===== config.mk =====
export PLATFORM = sky130hd
export DESIGN_NAME = fetch_queue
export DESIGN_NICKNAME = d
export VERILOG_FILES = /design/src/rtl/fetch_queue_pkg.sv /design/src/rtl/fetch_queue_mem.sv /design/src/rtl/fetch_queue.sv
export SDC_FILE = /design/constraint.sdc
export NUM_CORES = 1
export LEC_CHECK = 0
export BUFFER_PORTS_ARGS = -buffer_cell sky130_fd_sc_hd__buf_2
export CELL_PAD_IN_SITES_DETAIL_PLACEMENT = 2
export CELL_PAD_IN_SITES_GLOBAL_PLACEMENT = 2
export CORE_UTILIZATION = 40
export DETAILED_ROUTE_END_ITERATION = 8
export PLACE_DENSITY = 0.67
export RECOVER_POWER = 50
export SLEW_MARGIN = 20
export SYNTH_ARGS = -nofsm -noshare
export SYNTH_HDL_FRONTEND = slang
export SYNTH_SLANG_ARGS = --single-unit

===== constraint.sdc =====
create_clock -name clk -period 36.5 [get_ports clk]
set_input_delay 7.3 -clock clk [delete_from_list [all_inputs] [get_ports clk]]
set_output_delay 7.3 -clock clk [all_outputs]
set_load 0.02 [all_outputs]

===== src/rtl/fetch_queue_pkg.sv =====
// -----------------------------------------------------------------------------
// fetch_queue_pkg
// Shared definitions for the instruction fetch queue.
//   excp_t       : fetch-side exception code carried with each instruction
//   fetch_pkt_t  : one queue entry (pc, inst, prediction, exception info)
//   make_fetch_pkt() : bundles the individual fetch fields into a fetch_pkt_t
// -----------------------------------------------------------------------------
package fetch_queue_pkg;

   // Fetch-side exception codes. NO_EXCP is zero so that a cleared
   // storage slot reads back as "no exception".
   typedef enum logic [5:0] {
      NO_EXCP = 6'h00,
      INT     = 6'h01,
      PIL     = 6'h02,
      PIS     = 6'h03,
      PIF     = 6'h04,
      PME     = 6'h05,
      PPI     = 6'h07,
      ADEF    = 6'h08,
      ALE     = 6'h09,
      SYS     = 6'h0b,
      BRK     = 6'h0c,
      INE     = 6'h0d,
      IPE     = 6'h0e,
      FPE     = 6'h0f,
      TLBR    = 6'h3f
   } excp_t;

   typedef struct packed {
      logic [31:0] pc;
      logic [31:0] inst;
      logic        pred_br_taken;
      logic [31:0] pred_br_target;
      logic        have_excp;
      excp_t       excp_type;
   } fetch_pkt_t;

   localparam int FETCH_PKT_W = $bits(fetch_pkt_t);

   function automatic fetch_pkt_t make_fetch_pkt(
      input logic [31:0] pc,
      input logic [31:0] inst,
      input logic        pred_br_taken,
      input logic [31:0] pred_br_target,
      input logic        have_excp,
      input excp_t       excp_type
   );
      fetch_pkt_t p;
      p.pc             = pc;
      p.inst           = inst;
      p.pred_br_taken  = pred_br_taken;
      p.pred_br_target = pred_br_target;
      p.have_excp      = have_excp;
      p.excp_type      = excp_type;
      return p;
   endfunction

endpackage


===== src/rtl/fetch_queue_mem.sv =====
// -----------------------------------------------------------------------------
// fetch_queue_mem
// Entry storage for fetch_queue: DEPTH x fetch_pkt_t, one synchronous write
// port and one asynchronous (combinational) read port. All slots are cleared
// asynchronously by reset so the read port returns zero after reset.
// Ports:
//   clk, reset          : clock, asynchronous active-high reset
//   wr_en/wr_addr/wr_data : write port, captured on the rising edge
//   rd_addr/rd_data     : combinational read port
// -----------------------------------------------------------------------------
module fetch_queue_mem
   import fetch_queue_pkg::*;
#(
   parameter int DEPTH = 8,
   localparam int AW   = $clog2(DEPTH)
) (
   input  logic          clk,
   input  logic          reset,
   input  logic          wr_en,
   input  logic [AW-1:0] wr_addr,
   input  fetch_pkt_t    wr_data,
   input  logic [AW-1:0] rd_addr,
   output fetch_pkt_t    rd_data
);

   fetch_pkt_t mem [DEPTH];

   always_ff @(posedge clk or posedge reset) begin
      if (reset) begin
         for (int i = 0; i < DEPTH; i++) begin
            mem[i] <= '0;
         end
      end else if (wr_en) begin
         mem[wr_addr] <= wr_data;
      end
   end

   assign rd_data = mem[rd_addr];

endmodule


===== src/rtl/fetch_queue.sv =====
// -----------------------------------------------------------------------------
// fetch_queue
// Instruction fetch queue between the fetch stage and the decoder.
// Holds up to DEPTH fetched instructions in FIFO order; flush discards
// everything (branch redirect / exception).
//
// Handshake (both sides): a transfer happens on a rising edge where valid and
// ready are both 1. The producer holds its payload stable while valid=1 and
// ready=0; in_ready never depends on in_valid. out_* payload is meaningful
// only while out_valid=1 (otherwise it shows the head storage slot).
//
// Ports:
//   clk, reset             : clock, asynchronous active-high reset
//   flush                  : drop all queued and incoming instructions
//   in_valid/in_ready      : enqueue handshake
//   in_pc .. in_excp_type  : enqueue payload
//   out_valid/out_ready    : dequeue handshake
//   out_pc .. out_excp_type: head entry payload
//   count                  : number of valid entries (0..DEPTH)
//
// Build option: FETCH_QUEUE_BYPASS_EN -- when defined, an instruction arriving
// at an empty queue is presented on out_* in the same cycle; if the decoder
// takes it immediately it is never written into storage.
// -----------------------------------------------------------------------------
module fetch_queue
   import fetch_queue_pkg::*;
#(
   parameter int DEPTH = 8,
   localparam int AW   = $clog2(DEPTH),
   localparam int CW   = AW + 1
) (
   input  logic          clk,
   input  logic          reset,
   input  logic          flush,

   input  logic          in_valid,
   input  logic [31:0]   in_pc,
   input  logic [31:0]   in_inst,
   input  logic          in_pred_br_taken,
   input  logic [31:0]   in_pred_br_target,
   input  logic          in_have_excp,
   input  excp_t         in_excp_type,
   output logic          in_ready,

   output logic          out_valid,
   input  logic          out_ready,
   output logic [31:0]   out_pc,
   output logic [31:0]   out_inst,
   output logic          out_pred_br_taken,
   output logic [31:0]   out_pred_br_target,
   output logic          out_have_excp,
   output excp_t         out_excp_type,

   output logic [CW-1:0] count
);

   logic [AW-1:0] head;
   logic [AW-1:0] tail;

   fetch_pkt_t in_pkt;
   fetch_pkt_t rd_pkt;
   fetch_pkt_t out_pkt;

   logic empty;
   logic full;
   logic bypass;
   logic enq;
   logic deq;

   assign in_pkt = make_fetch_pkt(in_pc, in_inst, in_pred_br_taken,
                                  in_pred_br_target, in_have_excp,
                                  in_excp_type);

   assign empty = (count == '0);
   assign full  = (count == CW'(DEPTH));

   // Space is judged on the registered count only: a dequeue in the same
   // cycle does not make room for an enqueue while full.
   assign in_ready = !full && !flush && !reset;

`ifdef FETCH_QUEUE_BYPASS_EN
   // Empty queue: hand the incoming instruction straight to the decoder.
   assign bypass  = empty && in_valid && !flush && !reset;
   assign out_pkt = bypass ? in_pkt : rd_pkt;
`else
   // No path from in_* to out_*: an entry becomes visible one cycle after
   // it is written.
   assign bypass  = 1'b0;
   assign out_pkt = rd_pkt;
`endif

   assign out_valid = (!empty || bypass) && !flush;

   // A bypassed instruction taken by the decoder this cycle is consumed
   // without touching storage; otherwise it is enqueued as usual.
   assign enq = in_valid && in_ready && !(bypass && out_ready);

   // Storage dequeue only; the bypass case never pops storage since the
   // queue is empty then.
   assign deq = !empty && !flush && out_ready;

   always_ff @(posedge clk or posedge reset) begin
      if (reset) begin
         head  <= '0;
         tail  <= '0;
         count <= '0;
      end else if (flush) begin
         head  <= '0;
         tail  <= '0;
         count <= '0;
      end else begin
         // DEPTH is a power of two, so natural pointer overflow is the wrap.
         if (enq) begin
            tail <= tail + AW'(1);
         end
         if (deq) begin
            head <= head + AW'(1);
         end
         unique case ({enq, deq})
            2'b10:   count <= count + CW'(1);
            2'b01:   count <= count - CW'(1);
            default: count <= count;
         endcase
      end
   end

   fetch_queue_mem #(
      .DEPTH (DEPTH)
   ) u_mem (
      .clk     (clk),
      .reset   (reset),
      .wr_en   (enq),
      .wr_addr (tail),
      .wr_data (in_pkt),
      .rd_addr (head),
      .rd_data (rd_pkt)
   );

   assign out_pc             = out_pkt.pc;
   assign out_inst           = out_pkt.inst;
   assign out_pred_br_taken  = out_pkt.pred_br_taken;
   assign out_pred_br_target = out_pkt.pred_br_target;
   assign out_have_excp      = out_pkt.have_excp;
   assign out_excp_type      = out_pkt.excp_type;

endmodule


==> flow_summary.ini, run 1 <==
[timing]
fmax_ghz = 0.0474
hold_viol = 0
fin_crit_sh_pct = 57.8
fin_setup_tns_ns = 0
rsz0062_at_grt = no
slew_violations = 1085
holdWs_ns = 0.484
skew_ns = 0.0140
fin_crit_ns = 21.09
max_slew_margin_pct = -537
tightest_slew_ns = 9.56
setup_viol = 0

[cells_and_area]
fin_nets = 2517
area_growth_pct = 14.1
multiInputGateArea_sq_um = 15700
register_area_sq_um = 21100
fillCellCount = 8639
layout-drive-gt1-share_pct = 58.5

[grt]
grt_first_pass_wirelength_mm = 152
antenna_found_initial = 22
grt_pass1_vias = 24500
gr-total-overflow = 0
global_route.usage.total_pct = 21.0
grt_max_degree = 183

[synth]
syn-instance-count = 2207
yosys-top-cells-count = 860 x mux2_2, 842 x dfrtp_1, 208 x mux4_2
yosysTopAreaCell = dfrtp_1
synth_top_area_share_pct = 55.9
synth.area.top_cells = dfrtp_1 56%, mux2_2 26%, mux4_2 12%
synth_cell_types = 35
synth_top_flop_cell = dfrtp_1
yosysMostFrequentCell = mux2_2
synth_seq_cells = 842
yosys_warnings = 0
ys_seq_area_share_pct = 55.9
syn_nets = 2321
syn_avg_cell_area_sq_um = 17.1
synth-edff-count = 0
synth_area_sq_um = 37700
synth_async_sr_flop_share_pct = 100

[clocking]
clk_pin_slew_ns = 0.06
ctsHoldBuffers = 0
cts-root-buf = clkbuf_16
clk_path_buf_depth = 3
cts_setup_buffers = 0
insertion_delay_ns = 0.65
cts_tree = done
clock-sinks = 842
cts_buffers = 95
htreeDepth = 3
post_cts_resized = 0

[critical_path]
cp.arrival_ns = 19.43
worstPathMaxFanout = 182
r2r-start = count[0]
startpoint_type = input port
required_ns = 34.84
worstSetupPathType = input port to asynchronous set/reset pin
crit_path_start = reset
worst_setup_path_end_kind = asynchronous set/reset pin

[pwr]
pwr-share-seq_pct = 39.7
power.density_nw_per_um2 = 64.6
p_sw_uw = 796
p_int_mw = 1.98
swShare_pct = 28.6
p_leak_nw = 20.4
comb_power_share_pct = 23.7
p_clk_share_pct = 36.6
ir_drop_mv = 0.0424

[outcome]
outcome = complete, but fails checks
violations = max-capacitance violations, max-slew violations

[detailed_routing]
wl_met2_mm = 50.8
first_pass_iters = 4
drc = 0
wl_met1_mm = 40.4
drt_iter0_markers = 777
highest_layer = met5
met3_length_mm = 3.96
vias = 20500
ant_nets = 0
wl_per_cell_microns = 26.1
vias_per_cell = 5.48
drt-total-wl_mm = 97.5

[die]
fp.dieH_microns = 309
die_width_microns = 309
die_area_sq_um = 95400
ios = 219
core_sq_um = 93300
rows = 112
initial_utilization_pct = 40.4

[hold_path]
hp-start = u_mem.mem[785]
holdCritPathClass = flop to flop

[placement]
globalplace.congestion = 0.713
post-dp-hpwl_mm = 55.5
portBuffers = 218

[run]
drv_cap = 19
==> stage by stage <==
step	utilization (%)	cells	worst slack (ns)	power (mW)	cell area, sq um
CTS	46.2	3736	21.21	2.83	43100
floorplan	-	2207	5.54	1.58	37700
detailed placement	42.6	3559	21.21	1.79	39800
global route	46.1	3738	12.81	2.91	43000
finish	46.1	3742	15.41	2.78	43000
global placement	42.6	3559	21.25	1.76	39800
==> worst max-delay path: stages <==
cell and delay, ns:
clkbuf_1 0.11, clkinvlp_2 2.19, clkbuf_1 2.67, clkbuf_1 6.78
==> logic make-up after synthesis <==
group	count (synthesis)	synth area share, %
AO/OA/AOI/OAI	10	0.146
XOR/XNOR	5	0.116
adder cells (fa/ha/maj)	5	0.186
buffers and inverters	154	2.43
flip-flops	842	55.9
multiplexers	1145	40.4
AND/OR/NAND/NOR	46	0.734
==> power by group through the flow <==
stage	registers, mW	logic (mW)	clock network, mW
floorplan	1.09	0.488	0
global placement	1.11	0.657	0
detailed placement	1.12	0.675	0
CTS	1.10	0.680	1.05
global route	1.12	0.714	1.08
finish	1.10	0.660	1.02
==> final timing paths <==
path	endpoint	slack [ns]	cells past startpoint
min reg2reg	u_mem.mem[785]	0.48	1
min	u_mem.mem[785]	0.48	1
max	u_mem.mem[586]	15.41	4
max in group clk	in_ready	20.94	3
max reg2reg	u_mem.mem[668]	27.53	6
min in group asynchronous	u_mem.mem[243]	7.84	2
==> cell type report <==
type                    instances  area share [%]
multi-input cells            1211            36.4
clock inverters                36            1.22
clock buffers                 141            6.59
well taps                    1254            3.65
diodes                          5          0.0291
inverters                       2          0.0204
flip-flops and latches        842            49.0
repair buffers                251            3.02
==> sequential cells by signal, indices dropped and copies added, names as in the netlist <==
signal and count:
u_mem.mem 832, count 4, head 3, tail 3
==> layout by cell type (no fill, tap or decap), drive strengths merged, types with 4 or more instances in the layout <==
master	count
clkbuf	159
nand2	14
inv	4
a21oi	5
dfrtp	842
nor2	12
ha	4
diode	5
mux4	208
clkinv	19
mux2	936
buf	233
bufinv	13
==> routing by layer <==
| layer | GRT usage, % | up-vias |
|---|---|---|
| met4 | 5.93 | 28 |
| li1 | - | 8696 |
| met3 | 4.22 | 176 |
| met5 | 0 | - |
| met1 | 26.3 | 11300 |
| met2 | 36.8 | 312 |
No activity file was read; power rests on OpenSTA's default activity.
==> inputs of run 2 (changes only) <==
Settings changed: ABC_AREA set to 1, CORE_UTILIZATION 40 to 34, PLACE_DENSITY 0.67 to 0.72.
Clock period 36.5 ns to 19 ns, I/O delays scaled along.
==> run 2 against run 1 <==
Net effect:
- the flow still finishes with violations (max-capacitance violations, max-slew violations)
- worst hold slack lost 0.0041 ns
- largest cell class unchanged
- largest power group unchanged
- highest routed layer unchanged
- total power grew 110%
- critical endpoint is now u_mem.mem[543]
- clock skew grew 0.014 ns
==> flow_summary.ini, run 2 <==
[critical_path]
startpoint_type = input port
required_ns = 19.69
worstPathMaxFanout = 64
crit_path_start = reset
crit_chain = clkbuf_1 > clkinvlp_2 > clkbuf_1 > clkbuf_1 > buf_4 > buf_4
r2r_end = u_mem.mem[655]
crit_family = buffers and inverters
worst_setup_path_end_kind = asynchronous set/reset pin
reg2reg_slack_ns = 11.54
worst-path-buf-inv = 6
critPathMaxStageDelay_ns = 2.62
rr_worst_depth = 8
crit_slowest_cell = clkbuf_1
r2r-start = count[1]
endpoint = u_mem.mem[543]
path_depth = 6
crit_path_frequent_cell = clkbuf_1
worstSetupPathType = input port to asynchronous set/reset pin
cp.arrival_ns = 11.79

[die]
die_area_sq_um = 112000
ios = 219
core_sq_um = 109000
die_width_microns = 334
initial_utilization_pct = 34.4
rows = 121
fp.dieH_microns = 334

[synth]
yosysTopAreaCell = dfrtp_1
synth.area.top_cells = dfrtp_1 56%, nand2_1 12%, o21ai_0 11%
synth_cell_types = 28
synth_top_area_share_pct = 56.2
yosys-top-cells-count = 1172 x nand2_1, 842 x dfrtp_1, 808 x o21ai_0
ys_seq_area_share_pct = 56.2
synth_async_sr_flop_share_pct = 100
syn_avg_cell_area_sq_um = 8.35
synth_seq_cells = 842
synth_top_flop_cell = dfrtp_1
yosysMostFrequentCell = nand2_1
syn_nets = 4602
synth-edff-count = 0
synth_area_sq_um = 37500
syn-instance-count = 4488
yosys_warnings = 0

[run]
drv_cap = 30

[clocking]
cts-root-buf = clkbuf_16
clk_path_buf_depth = 3
insertion_delay_ns = 0.68
htreeDepth = 3
ctsHoldBuffers = 0
post_cts_resized = 0
cts_setup_buffers = 0
clock-sinks = 842
cts_tree = done
cts_buffers = 100
clk_pin_slew_ns = 0.06

[timing]
fmax_ghz = 0.0901
fin_crit_ns = 11.10
fin_setup_tns_ns = 0
max_slew_margin_pct = -196
slew_violations = 1860
skew_ns = 0.0278
setup_viol = 0
fin_crit_sh_pct = 58.4
hold_viol = 0
rsz0062_at_grt = no
tightest_slew_ns = 4.44

[grt]
antenna_found_initial = 7
grt_pass1_vias = 35600
grt_max_degree = 163
grt_first_pass_wirelength_mm = 205
gr-total-overflow = 0
global_route.usage.total_pct = 23.2

[cells_and_area]
largest_reg_flops = 832
final_common_cell = nand2_1
max_flop_register = u_mem.mem
fin_nets = 4632
area_growth_pct = 12.3
layout-drive-gt1-share_pct = 8.73
top_regs = u_mem.mem: 832 flops, count: 4 flops
final_cell_mix = 1172 x nand2_1, 1082 x o21ai_0, 839 x dfrtp_1

[pwr]
p_leak_nw = 19.8
p_int_mw = 3.72
finalPower_mw = 5.87
ir_drop_mv = 0.0954
swShare_pct = 36.6
pwr-share-seq_pct = 38.4
p_sw_mw = 2.15
comb_power_share_pct = 28.4
power.density_nw_per_um2 = 139
p_clk_share_pct = 33.2

[detailed_routing]
vias = 32000
vias_per_cell = 5.33
drt-total-wl_mm = 127
ant_nets = 0
drc = 0
drt_iter0_markers = 1641
first_pass_iters = 5
wl_per_cell_microns = 21.2

[placement]
globalplace.congestion = 0.704
post-dp-hpwl_mm = 69.4
portBuffers = 218

[outcome]
violations = max-capacitance violations, max-slew violations
outcome = complete, but fails checks

[hold_path]
holdCritPathClass = flop to flop
run 2: power groups by stage:
stage               logic, mW  clock network, mW  registers (mW)
floorplan                1.13                  0            2.21
CTS                      1.71               2.01            2.25
global placement         1.65                  0            2.27
detailed placement       1.70                  0            2.28
global route             1.87               2.06            2.29
finish                   1.67               1.95            2.25
run 2: how the worst min path moves through the flow:
stage	depth (start not counted)	end	slack [ns]	from
finish	2	u_mem.mem[489]	0.48	u_mem.mem[489]
global route	2	u_mem.mem[535]	0.50	u_mem.mem[535]
CTS	2	u_mem.mem[651]	0.48	u_mem.mem[651]
detailed placement	2	u_mem.mem[651]	0.47	u_mem.mem[651]
global placement	2	u_mem.mem[703]	0.46	u_mem.mem[703]
floorplan	2	u_mem.mem[175]	0.45	u_mem.mem[175]
run 2: through the flow:
| stage | setup slack (ns) | area, sq um | hold WS [ns] | instances | utilization (%) |
|---|---|---|---|---|---|
| floorplan | 3.63 | 37500 | 0.448 | 4488 | - |
| global placement | 10.79 | 39000 | 0.460 | 5830 | 35.8 |
| detailed placement | 10.78 | 39000 | 0.468 | 5830 | 35.8 |
| CTS | 10.02 | 42300 | 0.482 | 6008 | 38.8 |
| global route | 6.48 | 42100 | 0.503 | 6009 | 38.6 |
| finish | 7.90 | 42100 | 0.479 | 6011 | 38.6 |
run 2: cells by family after synthesis:
kind of cell | share of synthesized area [%]
adders and majority gates | 0.187
and+or+nand+nor | 17.6
DFF | 56.2
xor gates and xnor gates | 0.0234
buffers and inverters | 5.90
AOI/OAI and AO/OA | 20.1
run 2: area by class of cell:
cell class | count | area (sq um)
clock buffers | 151 | 2930
repair buffers | 268 | 1390
multi-input cells | 3187 | 14100
flip-flops and latches | 842 | 21100
fillers | 12300 | 66900
clock inverters | 27 | 372
inverters | 119 | 468
well taps | 1414 | 1770
diodes | 3 | 7.51
run 2: layer usage:
metal,global-route usage [%],part of all wire (%)
met5,0,0.016
met4,5.65,2.3
met2,39.3,47
met1,31.0,47
met3,3.59,3.6
run 2: worst reg2reg max path: cells and delay by family (launching register included):
kind,cells,cell delay (ns)
buffers and inverters,2,5.53
DFF,1,0.46
AOI/OAI and AO/OA,1,0.40
and+or+nand+nor,5,0.75
==> inputs of run 3 (changes only) <==
Settings changed: ABC_AREA 1 to 0, CORE_UTILIZATION 34 to 40, PLACE_DENSITY 0.72 to 0.67.
Clock period 19 ns to 10.3 ns, I/O delays scaled along.
==> run 3 against run 2 <==
Net effect:
- the flow still finishes with violations (max-capacitance violations, max-slew violations)
- register-to-register slack got worse by 6.5 ns
- largest power group unchanged
- wire length fell by 23%
- first-iteration DRC count fell by 50%
- critical path type unchanged
- sequential power increased by 74%
==> flow_summary.ini, run 3 (same netlist as run 1, synthesis figures left out) <==
[outcome]
outcome = complete, but fails checks
violations = max-capacitance violations, max-slew violations

[pwr]
ir_drop_mv = 0.170
p_leak_nw = 20.3
power.density_nw_per_um2 = 227
finalPower_mw = 9.73

[cells_and_area]
area_growth_pct = 14.0
final_cell_mix = 858 x mux2_2, 839 x dfrtp_1, 212 x buf_2
fin_nets = 2518
final_cell_area_sq_um = 42900
largest_reg_flops = 832
layoutNonFillerInstCount = 3741
final_common_cell = mux2_2
top_regs = u_mem.mem: 832 flops, count: 4 flops
max_flop_register = u_mem.mem
layout-drive-gt1-share_pct = 58.8
final_util_pct = 46.0

[detailed_routing]
ant_nets = 0
first_pass_iters = 4
drt_iter0_markers = 828
drt-total-wl_mm = 97.5
vias_per_cell = 5.46
drc = 0
vias = 20400
wl_per_cell_microns = 26.1

[die]
die_area_sq_um = 95400
ios = 219
rows = 112
initial_utilization_pct = 40.4
die_width_microns = 309
core_sq_um = 93300
fp.dieH_microns = 309

[critical_path]
startpoint_type = input port
worst_setup_path_end_kind = asynchronous set/reset pin
cp.arrival_ns = 6.34
r2r-start = count[1]
crit_path_start = reset
reg2reg_slack_ns = 5.01
worstPathMaxFanout = 175
worstSetupPathType = input port to asynchronous set/reset pin
required_ns = 10.01

[clocking]
clk_pin_slew_ns = 0.05
cts_setup_buffers = 0
clk_path_buf_depth = 3
post_cts_resized = 0
clock-sinks = 842
cts_tree = done
insertion_delay_ns = 0.65
ctsHoldBuffers = 0
htreeDepth = 3
cts_buffers = 98
cts-root-buf = clkbuf_16

[timing]
slew_violations = 609
fin_crit_ns = 6.63
rsz0062_at_grt = no
skew_ns = 0.0200
fin_crit_sh_pct = 64.4
tightest_slew_ns = 4.40
max_slew_margin_pct = -193
fmax_ghz = 0.151
hold_viol = 0
holdWs_ns = 0.479
setup_viol = 0

[placement]
dpl_cell_area_sq_um = 39800
post-dp-hpwl_mm = 54.8
dp.cells = 3557
globalplace.congestion = 0.709
portBuffers = 218

[grt]
gr-total-overflow = 0
grt_max_degree = 179
grt_first_pass_wirelength_mm = 152
antenna_found_initial = 23
global_route.usage.total_pct = 21.0
grt_pass1_vias = 24400

[hold_path]
hp-start = u_mem.mem[786]
holdCritPathClass = flop to flop

[run]
drv_cap = 14
run 3: cell types whose count changed in the layout (fill, tap and decap cells not counted), sizes merged, moves of 5 or more:
cell / previous run / this run
nor2: 526 / 12
nand4: 8 / 0
o21ai: 1253 / 3
mux4: 0 / 208
a21oi: 108 / 5
clkinv: 17 / 10
mux2: 0 / 936
nand3: 7 / 2
nand2: 1174 / 14
a31oi: 104 / 0
clkbuf: 181 / 170
inv: 120 / 4
run 3: worst max-delay path, stage by stage:
cell and delay, ns:
clkbuf_1 0.11, clkinvlp_2 0.83, clkbuf_2 3.10
run 3: per-stage QoR:
step | TNS (ns) | setup WS (ns)
2_1_floorplan | -2802.35 | -3.33
3_3_place_gp | 0 | 4.87
3_5_place_dp | 0 | 4.81
4_1_cts | 0 | 4.57
5_1_grt | 0 | 2.72
6_report | 0 | 3.67
run 3: routing by layer:
metal	global-route usage (%)	vias up	wire, microns
met5	0	-	185
met4	6.42	28	2090
met3	4.30	160	4060
met2	35.9	313	49800
met1	26.8	11300	41400
li1	-	8671	-
run 3: path summary, 6_finish.rpt:
kind                                  endpoint  cells past startpoint
max in group clk                u_mem.mem[783]                      7
worst max register to register  u_mem.mem[783]                      7
worst max-delay path            u_mem.mem[747]                      3
min in group asynchronous              tail[0]                      2
worst min-delay path            u_mem.mem[786]                      1
worst min register to register  u_mem.mem[786]                      1
run 3: area by class of cell:
class	count	area [sq um]
inverter	2	8.76
fill	8682	50400
sequential	842	21100
clock inverter	20	241
clock buffer	157	3000
timing repair buffer	249	1370
tap	1254	1570
antenna	6	15.0
multi-input combinational	1211	15700
run 3: where the power goes:
part           internal [mW]  leakage (nW)  switching, mW
registers               3.66          11.4          0.242
logic                   1.14          7.30           1.21
clock network           2.10          1.59           1.38
